### config.mk
export PLATFORM = sky130hd
export DESIGN_NAME = uart_imem_loader
export DESIGN_NICKNAME = d
export VERILOG_FILES = /design/src/rtl/uart_imem_loader.sv
export SDC_FILE = /design/constraint.sdc
export NUM_CORES = 1
export LEC_CHECK = 0
export BUFFER_PORTS_ARGS = -buffer_cell sky130_fd_sc_hd__buf_2
export CORE_AREA = 3 3 128 130
export DETAILED_ROUTE_END_ITERATION = 6
export DIE_AREA = 0 0 131 133
export GPL_TIMING_DRIVEN = 0
export PLACE_DENSITY = 0.62
export SYNTH_ARGS = -nofsm -noshare
export SYNTH_HDL_FRONTEND = slang
export SYNTH_SLANG_ARGS = --single-unit
### constraint.sdc
create_clock -name CLK -period 5.4 [get_ports CLK]
set_input_delay 0.27 -clock CLK [delete_from_list [all_inputs] [get_ports CLK]]
set_output_delay 0.27 -clock CLK [all_outputs]
set_load 0.005 [all_outputs]
### src/rtl/uart_imem_loader.sv
// UART boot loader: receives 0x55, a word count N, then N little-endian
// 32-bit words over 8N1 serial and writes them into instruction memory.
module uart_imem_loader #(
    parameter int CLKS_PER_BIT = 868,
    parameter int MEM_WORDS    = 14
) (
    input  logic        CLK,
    input  logic        RST_N,
    input  logic        RX,
    output logic        WE,
    output logic [31:0] A,
    output logic [31:0] WD,
    output logic        BUSY,
    output logic        DONE,
    output logic        ERR
);

    localparam int CW = $clog2(CLKS_PER_BIT);
    localparam logic [CW-1:0] BIT_LAST  = CW'(CLKS_PER_BIT - 1);
    localparam logic [CW-1:0] HALF_LAST = CW'(CLKS_PER_BIT / 2 - 1);
    localparam logic [7:0]    N_MAX     = 8'(MEM_WORDS);

    typedef enum logic [1:0] {R_IDLE, R_START, R_DATA, R_STOP} rx_st_t;
    typedef enum logic [1:0] {L_IDLE, L_COUNT, L_DATA, L_WRITE} ld_st_t;

    rx_st_t        rst;
    logic          rx_s1, rx_s2, rx_prev;
    logic [CW-1:0] cnt;
    logic [2:0]    bit_idx;
    logic [7:0]    rx_byte;
    logic          rx_vld, rx_ferr;

    always_ff @(posedge CLK or negedge RST_N) begin
        if (!RST_N) begin
            rx_s1   <= 1'b1;
            rx_s2   <= 1'b1;
            rx_prev <= 1'b1;
            rst     <= R_IDLE;
            cnt     <= '0;
            bit_idx <= '0;
            rx_byte <= '0;
            rx_vld  <= 1'b0;
            rx_ferr <= 1'b0;
        end else begin
            rx_s1   <= RX;
            rx_s2   <= rx_s1;
            rx_prev <= rx_s2;
            rx_vld  <= 1'b0;
            rx_ferr <= 1'b0;
            case (rst)
                R_IDLE: begin
                    if (rx_prev && !rx_s2) begin
                        rst <= R_START;
                        cnt <= '0;
                    end
                end
                R_START: begin
                    if (cnt == HALF_LAST) begin
                        cnt     <= '0;
                        bit_idx <= '0;
                        rst     <= rx_s2 ? R_IDLE : R_DATA;
                    end else begin
                        cnt <= cnt + 1'b1;
                    end
                end
                R_DATA: begin
                    if (cnt == BIT_LAST) begin
                        cnt     <= '0;
                        rx_byte <= {rx_s2, rx_byte[7:1]};
                        bit_idx <= bit_idx + 3'd1;
                        if (bit_idx == 3'd7)
                            rst <= R_STOP;
                    end else begin
                        cnt <= cnt + 1'b1;
                    end
                end
                R_STOP: begin
                    if (cnt == BIT_LAST) begin
                        cnt     <= '0;
                        rst     <= R_IDLE;
                        rx_vld  <= rx_s2;
                        rx_ferr <= !rx_s2;
                    end else begin
                        cnt <= cnt + 1'b1;
                    end
                end
                default: rst <= R_IDLE;
            endcase
        end
    end

    ld_st_t      lst;
    logic [7:0]  n_words;
    logic [7:0]  widx;
    logic [1:0]  bidx;
    logic [23:0] wbuf;

    always_ff @(posedge CLK or negedge RST_N) begin
        if (!RST_N) begin
            lst     <= L_IDLE;
            n_words <= '0;
            widx    <= '0;
            bidx    <= '0;
            wbuf    <= '0;
            WE      <= 1'b0;
            A       <= '0;
            WD      <= '0;
            BUSY    <= 1'b0;
            DONE    <= 1'b0;
            ERR     <= 1'b0;
        end else begin
            WE   <= 1'b0;
            DONE <= 1'b0;
            case (lst)
                L_IDLE: begin
                    if (rx_ferr) begin
                        ERR <= 1'b1;
                    end else if (rx_vld && rx_byte == 8'h55) begin
                        lst  <= L_COUNT;
                        BUSY <= 1'b1;
                        ERR  <= 1'b0;
                    end
                end
                L_COUNT: begin
                    if (rx_ferr || (rx_vld &&
                        (rx_byte == 8'd0 || rx_byte > N_MAX))) begin
                        ERR  <= 1'b1;
                        BUSY <= 1'b0;
                        lst  <= L_IDLE;
                    end else if (rx_vld) begin
                        n_words <= rx_byte;
                        widx    <= '0;
                        bidx    <= '0;
                        lst     <= L_DATA;
                    end
                end
                L_DATA: begin
                    if (rx_ferr) begin
                        ERR  <= 1'b1;
                        BUSY <= 1'b0;
                        lst  <= L_IDLE;
                    end else if (rx_vld) begin
                        bidx <= bidx + 2'd1;
                        case (bidx)
                            2'd0: wbuf[7:0]   <= rx_byte;
                            2'd1: wbuf[15:8]  <= rx_byte;
                            2'd2: wbuf[23:16] <= rx_byte;
                            default: begin
                                WE  <= 1'b1;
                                A   <= {22'b0, widx, 2'b00};
                                WD  <= {rx_byte, wbuf};
                                lst <= L_WRITE;
                            end
                        endcase
                    end
                end
                L_WRITE: begin
                    widx <= widx + 8'd1;
                    if (rx_ferr) begin
                        ERR  <= 1'b1;
                        BUSY <= 1'b0;
                        lst  <= L_IDLE;
                    end else if (widx + 8'd1 == n_words) begin
                        DONE <= 1'b1;
                        BUSY <= 1'b0;
                        lst  <= L_IDLE;
                    end else begin
                        lst <= L_DATA;
                    end
                end
                default: lst <= L_IDLE;
            endcase
        end
    end

endmodule
# After elaboration in Yosys (flattened, before gate mapping)
# Index checks and enable logic that the tools add are counted.
word_totals:
  register_bits: 116
  in_bits: 3
  out_inout_bits: 68
  word_cells: 146
classes:
  addsub: 4
  magnitude_cmp: 1
  n_eq_ne: 32
  n_mux: 55
  n_bitwise: 3
  n_reduce_logical: 29
ops:
  columns: ["op", "count"]
  rows:
  - ["$mux 2", 19]
  - ["$mux 10", 3]
  - ["$pmux 10 s3", 1]
  - ["$ne 2x2->1 const B", 13]
  - ["$mux 1", 21]
  - ["$reduce_and 5->1", 4]
  - ["$mux 8", 2]
  - ["$pmux 2 s4", 2]
  - ["$pmux 8 s2", 1]
  - ["$reduce_and 4->1", 4]
  - ["$ne 3x3->1 const B", 5]
  - ["$reduce_and 3->1", 4]
  - ["$add 10x1->10 const B", 1]
  - ["$eq 10x10->1 const B", 1]
  - ["$eq 10x9->1 const B", 1]
  - ["$eq 2x2->1 const B", 5]
  - ["$add 8x1->8 const B", 1]
  - ["$eq 8x7->1 const B", 1]
  - ["$eq 8x8->1", 1]
  - ["$gt 8x4->1 const B", 1]
  - ["$logic_not 8->1", 1]
  - ["$eq 2x1->1 const B", 3]
  - ["$logic_not 2->1", 3]
  - ["$mux 3", 2]
  - ["other kinds (16)", 24]

# Longest topological paths before layout
# Gate-level depths: netlist of run 1.
depth:
  word_depth: 6
  mapped_depth: 8
  depth_no_buf: 7

# Worst setup path after synthesis of run 1
# No wires, ideal clock.
synth_timing:
  kind: "reg2reg"
  startpoint: "register cnt[1]"
  endpoint: "register cnt[2]"
  setup_time_ns: 0.118
  arrival_time_ns: 1.859
  setup_slack_ns: 3.423
  path_stages_with_launch: 9
  cell_sequence: "dfrtp_1 -> inv_1 -> ha_1 -> or4bb_1 -> nor3_2 -> a2bb2oi_4 -> buf_6 -> o21ai_2 -> a21o_1"
synth_between:
  elab_chain_cells: 3
  word_cells_on_any_way: 6
synth_rtl:
  columns: ["element", "line", "rtl"]
  rows:
  - ["start, declared", "28", "logic [CW-1:0] cnt;"]
  - ["start signal, assigned", "63", "cnt <= cnt + 1'b1;"]
  - ["start signal, assigned", "74", "cnt <= cnt + 1'b1;"]
  - ["start signal, assigned", "84", "cnt <= cnt + 1'b1;"]
  - ["$add 10x1->10 (tied with other cells)", "63, 74, 84", null]
  - ["$mux 10, on equally long branches", "67, 78, 58", null]
  - ["$pmux 10 s3 *", "50", "case (rst)"]
# Every way passes the cells marked *; elsewhere a longest branch is shown, timed or not.
# A chain may end at the register's enable or synchronous reset.

# Worst setup path in the final report of run 1
layout_timing:
  startpoint: "register rx_byte[1]"
  endpoint: "register widx[7]"
layout_between:
  elab_chain_cells: 6
  word_cells_on_any_way: 7
layout_rtl:
  columns: ["element", "line", "rtl"]
  rows:
  - ["start, declared", "30", "logic [7:0] rx_byte;"]
  - ["start signal, assigned", "69", "rx_byte <= {rx_s2, rx_byte[7:1]};"]
  - ["$gt 8x4->1 or $logic_not 8->1 (tied branches)", "126", "(rx_byte == 8'd0 || rx_byte > N_MAX))) begin"]
  - ["$logic_or 1x1->1 *", "126", null]
  - ["$logic_and 1x1->1 *", "125", "if (rx_ferr || (rx_vld &&"]
  - ["$logic_or 1x1->1 *", "125", null]
  - ["$ne 2x2->1 (no line) *", null, null]
  - ["$reduce_and 3->1 (no line) *", null, null]
  - ["end signal, assigned", "158", "widx <= widx + 8'd1;"]
  - ["end, declared", "94", "logic [7:0] widx;"]
# Marks and branches as above.

==> results of run 1 <==
## state kept, by name (all words and copies together) (netlist names), 2 cells and up, named ones only
name / count
WD: 32
lst: 2
rx_byte: 8
A: 8
cnt: 10
bidx: 2
n_words: 8
bit_idx: 3
wbuf: 24
widx: 8
## per-stage QoR
stage / hold slack (ns) / instances
after floorplan: -0.0256 / 452
after global placement: 0.346 / 709
after detailed placement: 0.162 / 710
after CTS: 0.279 / 744
after global routing: 0.293 / 744
final: 0.290 / 744
## cell type report
class	count	area [um^2]	area share (%)
inverter	11	41.3	0.628
tap	211	264	4.01
clock inverter	9	125	1.90
clock buffer	23	488	7.42
sequential	116	2910	44.2
multi-input combinational	282	2190	33.4
buffer	43	275	4.18
timing repair buffer	49	284	4.32
## worst max-delay path by stage
stage                     from      end  slack (ns)  depth (start not counted)
floorplan               cnt[1]   cnt[2]        3.42                          8
global placement         RST_N     A[8]        2.68                          1
detailed placement      cnt[1]   cnt[2]        3.22                          8
CTS                 rx_byte[1]  widx[7]        3.17                          7
global route        rx_byte[1]  widx[7]        2.99                          7
finish              rx_byte[1]  widx[7]        3.14                          7
## cell families after synthesis
family / synth area share, %
flip-flops: 54.5
AND/OR/NAND/NOR: 10.6
multiplexers: 16.6
AO/OA/AOI/OAI: 8.00
buffers and inverters: 5.94
XOR/XNOR: 2.14
adder cells (fa/ha/maj): 2.11
other: 0.0703
## cells in the final DEF, fill, tap and decap left out, types with 5 or more instances in the layout
cell / instances
sky130_fd_sc_hd__nor3_1: 6
sky130_fd_sc_hd__clkbuf_16: 17
sky130_fd_sc_hd__nor2_1: 11
sky130_fd_sc_hd__dfrtp_1: 113
sky130_fd_sc_hd__nor2b_1: 9
sky130_fd_sc_hd__nand3_1: 11
sky130_fd_sc_hd__a21o_1: 5
sky130_fd_sc_hd__a31oi_1: 5
sky130_fd_sc_hd__ha_1: 9
sky130_fd_sc_hd__nand4_1: 6
sky130_fd_sc_hd__buf_2: 52
sky130_fd_sc_hd__conb_1: 24
sky130_fd_sc_hd__clkbuf_1: 10
sky130_fd_sc_hd__buf_4: 26
sky130_fd_sc_hd__o21ai_0: 22
sky130_fd_sc_hd__nand2_1: 27
sky130_fd_sc_hd__inv_1: 11
sky130_fd_sc_hd__xnor2_1: 9
sky130_fd_sc_hd__mux2_2: 76
## timing repair
action | in CTS | in global routing
hold buffers | 2 | 0
endpoints found under the hold margin | 27 | 0
buffers inserted | 0 | 0
## power groups by stage
stage / clock (uW) / sequential [uW] / combinational [uW]
2_1_floorplan: 0 / 913 / 104
3_3_place_gp: 0 / 915 / 136
3_5_place_dp: 0 / 917 / 144
4_1_cts: 1170 / 902 / 146
5_1_grt: 1210 / 905 / 163
6_report: 1140 / 902 / 144
## metal layers
metal	vias to the layer above	GRT usage, %	part of all wire [%]
met5	-	0	0
met4	0	6.11	2.2
met3	26	4.52	4.7
met2	109	20.5	48
met1	1746	17.2	45
li1	1653	-	-
==> impl_metrics.yaml, run 1 <==
power:
  p_comb_share_pct: 6.6
  p_sw_share_pct: 21.6
  total_power_uw: 2190
  clock_power_share_pct: 52.2
  ir_worst_vdd_uv: 203
  power.net_switching_uw: 474
  internal-power_uw: 1720
  powerDensity_nw_per_um2: 333
  seq_power_share_pct: 41.2
  p_leak_uw: 0.00339
drt:
  drt-pass1-iter-count: 4
  routed-via-count: 3534
  vias_per_cell: 4.75
  average_wire_per_standard_cell_um: 14.4
  drtIter0Drc: 179
  totalWireLength_mm: 10.7
  ant_nets: 0
  post-route-drc-count: 0
sta:
  report.final.hold_viol_count: 0
  postLayoutSetupSlackWorst_ns: 3.14
  setup_viol_count_final: 0
  unrepaired_setup_endpoints_after_global_routing: "false"
  fmax_mhz: 443
  timing.clock.skew_ns: 0.0106
  number_of_slew_limit_violations_in_the_final_report: 0
  slew_headroom_pct: 50.9
  setup_total_negative_slack_ns: 0
  finalWorstPathRequiredPeriod_ns: 2.26
  timing_worst_slew_pin_value_ns: 0.729
  layout_worst_path_cycle_share_pct: 41.8
synth:
  synth.yosys.seq_area_share_pct: 54.5
  post_synth_most_frequent_cells: "sky130_fd_sc_hd__dfrtp_1 (113), sky130_fd_sc_hd__mux2_2 (76), sky130_fd_sc_hd__nand2_1 (27)"
  synth_top_cell_by_area: "sky130_fd_sc_hd__dfrtp_1"
  syn_avg_cell_area_um2: 12.4
  syn_inst: 429
  synth.most_common_cell: "sky130_fd_sc_hd__dfrtp_1"
  yosysWarnings: 0
  yosys-top-cells-area: "sky130_fd_sc_hd__dfrtp_1 (53%), sky130_fd_sc_hd__mux2_2 (16%), sky130_fd_sc_hd__buf_4 (3.7%)"
  synthArstFlopShare_pct: 100
  netlist_area_pre_place_um2: 5330
  synth_top_cell_area_share_pct: 53.0
  postSynth.topFlopCell: "sky130_fd_sc_hd__dfrtp_1"
  synth-edff-count: 0
  synth_cell_types: 60
  postSynthRegisterBits: 116
finish:
  post_route_cells_drive_above_1_share_pct: 38.3
  final_area_um2: 6580
  antennaDiodeCount: 0
  fill_count: 1412
  area_growth_syn_to_layout_pct: 23.4
  finalNetCount: 532
  final_core_utilization_pct: 43.1
placement:
  detailed_place_hpwl_mm: 7.25
  post_place_setup_slack_ns: 3.22
  dpl_cell_area_um2: 5950
  port_buffers: 46
  globalplace.congestion: 0.765
die:
  die_area_um2: 17400
  die_w_um: 131
  die_h_um: 133
  rows: 45
  floorplan.initialDensity_pct: 34.9
  boundaryPins: 71
  placeable_core_region_um2: 15300
global_routing:
  grt-ovfl-total: 0
  grtUsageTotal_pct: 13.5
  pin_count_of_the_biggest_net_entering_global_routing: 91
  first_global_vias: 3642
  grt_pass1_wl_mm: 18.3
  initial_antenna_violation_count: 0
clocking:
  tritoncts_clock_tree: "yes"
  clk_path_buf_depth: 2
  postCtsResizedCells: 0
  clkSinkCount: 116
  clk_transition_reported_paths_ns: 0.05
  cts.root.buffer_cell: "sky130_fd_sc_hd__clkbuf_16"
  insertion_delay_ns: 0.41
  cts_htree_levels: 4
  number_of_buffers_added_by_the_clock_tree_synthesis_step: 17
min_path:
  holdCritPathClass: "in -> async"
setup_path:
  critical_path_cell_by_cell: "clkbuf_1 -> or4_1 -> nand4_1 -> and2_1 -> clkbuf_1 -> o21ai_0 -> o41ai_1"
  crit_path_max_incr_delay_ns: 0.61
  critical_path_peak_fanout: 10
  worst_path_dominant_cell_family: "simple AND/OR/NAND/NOR gates"
  count_of_buffer_and_inverter_cells_on_the_critical_path: 2
  critical_path.endpoint_type: "register"
  critical_path_required_ns: 5.68
  worstReg2RegEnd: "widx[7]"
  crit_top_cell: "sky130_fd_sc_hd__clkbuf_1"
  r2r_slack_ns: 3.14
  regToRegStartpoint: "rx_byte[1]"
  worstPathArrival_ns: 2.53
  worst_setup_path_start_kind: "register"
  crit_slowest_cell: "sky130_fd_sc_hd__or4_1"
  ff2ff_path_depth: 7
  setup.worst_path.class: "reg -> reg"
job:
  timing.max_cap.violations: 0
run_status:
  run_status: "finished, final reports clean"
(Power assumes the default switching activity.)
==> inputs of run 2 (changes only) <==
PLACE_DENSITY = 0.64   (was 0.62)
clock period = 2 ns   (was 5.4 ns; I/O delays follow)
==> run 2 against run 1 <==
  * The flow now finishes with violations (setup timing)
  * Sequential power grew to 2.7 times the previous value
  * Register-to-register slack worse by 3.2 ns
  * Clock power up 130%
  * Largest cell class unchanged
  * Largest power group unchanged
==> impl_metrics.yaml, run 2 (synthesized netlist as in run 1, its figures left out) <==
placement:
  dpl_cell_area_um2: 5950
  port_buffers: 46
  dp_cells: 710
  detailed_place_hpwl_mm: 7.15
  globalplace.congestion: 0.770
clocking:
  clkSinkCount: 116
  clk_transition_reported_paths_ns: 0.05
  tritoncts_clock_tree: "yes"
  clk_path_buf_depth: 2
  insertion_delay_ns: 0.41
  cts_htree_levels: 4
  cts.root.buffer_cell: "sky130_fd_sc_hd__clkbuf_16"
  number_of_buffers_added_by_the_clock_tree_synthesis_step: 17
global_routing:
  pin_count_of_the_biggest_net_entering_global_routing: 65
  grt_pass1_wl_mm: 17.9
  grt-ovfl-total: 0
  grtUsageTotal_pct: 13.1
  initial_antenna_violation_count: 0
  first_global_vias: 3624
drt:
  drtIter0Drc: 192
  post-route-drc-count: 0
  routed-via-count: 3506
  average_wire_per_standard_cell_um: 14.1
  totalWireLength_mm: 10.6
  vias_per_cell: 4.66
  ant_nets: 0
  drt-pass1-iter-count: 4
sta:
  timing.clock.skew_ns: 0.00755
  finalWorstPathRequiredPeriod_ns: 2.01
  report.final.hold_viol_count: 0
  fmax_mhz: 497
  setup_viol_count_final: 1
  whs_ns: 0.236
  layout_worst_path_cycle_share_pct: 101
  unrepaired_setup_endpoints_after_global_routing: "true"
  slew_headroom_pct: 52.0
  number_of_slew_limit_violations_in_the_final_report: 0
  timing_worst_slew_pin_value_ns: 0.713
  postLayoutSetupSlackWorst_ns: -0.0134
setup_path:
  critical_path_peak_fanout: 7
  critical_path.endpoint_type: "register"
  r2r_slack_ns: -0.01
  critical_path_required_ns: 2.30
  worstPathArrival_ns: 2.31
  ff2ff_path_depth: 6
  worst_setup_path_start_kind: "register"
  regToRegStartpoint: "cnt[3]"
  setup.worst_path.class: "reg -> reg"
  worstReg2RegEnd: "cnt[2]"
power:
  ir_worst_vdd_uv: 651
  clock_power_share_pct: 47.7
  p_leak_uw: 0.00342
  p_comb_share_pct: 9.0
  powerDensity_nw_per_um2: 841
  power.net_switching_uw: 1280
  seq_power_share_pct: 43.3
  p_sw_share_pct: 22.8
  internal-power_uw: 4330
  total_power_uw: 5610
die:
  boundaryPins: 71
  die_area_um2: 17400
  die_w_um: 131
  die_h_um: 133
  placeable_core_region_um2: 15300
  rows: 45
  floorplan.initialDensity_pct: 34.9
job:
  timing.max_cap.violations: 0
finish:
  layout.cells.non_filler: 752
  post_route_cells_drive_above_1_share_pct: 42.3
  finalNetCount: 540
  registers.top_by_ff_count: "WD"
  fill_count: 1391
  layout_top_registers: "WD (32), wbuf (24), cnt (10)"
  commonest_cells_after_routing_fill_and_taps_aside: "sky130_fd_sc_hd__dfrtp_1 (108), sky130_fd_sc_hd__mux2_2 (76), sky130_fd_sc_hd__buf_2 (50)"
  area_growth_syn_to_layout_pct: 25.1
  largest_register_ffs: 32
  mostFrequentLayoutCell: "sky130_fd_sc_hd__dfrtp_1"
  final_core_utilization_pct: 43.7
  antennaDiodeCount: 0
  final_area_um2: 6670
run_status:
  run_status: "finished, violations left"
  failing_checks: "setup timing"
min_path:
  holdCritPathClass: "in -> async"
## run 2: how the worst max path moves through the flow
| stage | start | endpoint | cells after the start | slack (ns) |
|---|---|---|---|---|
| after global placement | RST_N | WD[10] | 1 | -0.53 |
| final | cnt[3] | cnt[2] | 6 | -0.01 |
| after floorplan | cnt[1] | cnt[2] | 8 | 0.02 |
| after CTS | cnt[1] | cnt[2] | 8 | -0.02 |
| after global routing | cnt[1] | cnt[2] | 8 | -0.07 |
| after detailed placement | rx_byte[4] | n_words[3] | 4 | -0.17 |
## run 2: final cells by class
type / count / area, um^2 / area share [%]
sequential: 116 / 2910 / 43.7
buffer: 39 / 275 / 4.13
multi-input combinational: 282 / 2270 / 34.0
inverter: 11 / 41.3 / 0.619
clock inverter: 5 / 30.0 / 0.450
clock buffer: 27 / 503 / 7.54
tap: 211 / 264 / 3.96
timing repair buffer: 61 / 372 / 5.57
## run 2: critical path: stages (launching register included)
cell and delay, ns:
sky130_fd_sc_hd__dfrtp_1 0.42, sky130_fd_sc_hd__or3b_4 0.43, sky130_fd_sc_hd__or3_4 0.40, sky130_fd_sc_hd__a2bb2oi_4 0.24, sky130_fd_sc_hd__buf_6 0.16, sky130_fd_sc_hd__o21ai_2 0.05, sky130_fd_sc_hd__a21o_1 0.20
## run 2: metrics by stage
stage / setup TNS [ns] / setup WS [ns]
after detailed placement: -3.37 / -0.170
after CTS: -0.0391 / -0.0245
after floorplan: 0 / 0.0226
after global placement: -61.84 / -0.531
after global routing: -0.194 / -0.0741
final: -0.0134 / -0.0134
## run 2: power by group through the flow
stage | clock, uW | combinational (uW) | sequential, uW
finish | 2670 | 506 | 2430
CTS | 2750 | 452 | 2430
global route | 2850 | 558 | 2430
detailed placement | 0 | 388 | 2480
global placement | 0 | 366 | 2470
floorplan | 0 | 280 | 2460
## run 2: layer usage
metal / part of all wire [%] / track usage, % / vias up
li1: - / - / 1667
met1: 44 / 16.5 / 1754
met2: 50 / 20.8 / 73
met3: 4.6 / 3.88 / 12
met4: 1.2 / 5.26 / 0
met5: 0 / 0 / -
## run 2: timing repair
item / CTS / global route
resized for setup: 9 / 20
buffers inserted: 8 / 3
pin swaps: 7 / 10
cloned: 1 / 0
hold buffers: 2 / 0
endpoints found under the hold margin: 62 / 0
endpoints found under the setup margin: 33 / 65
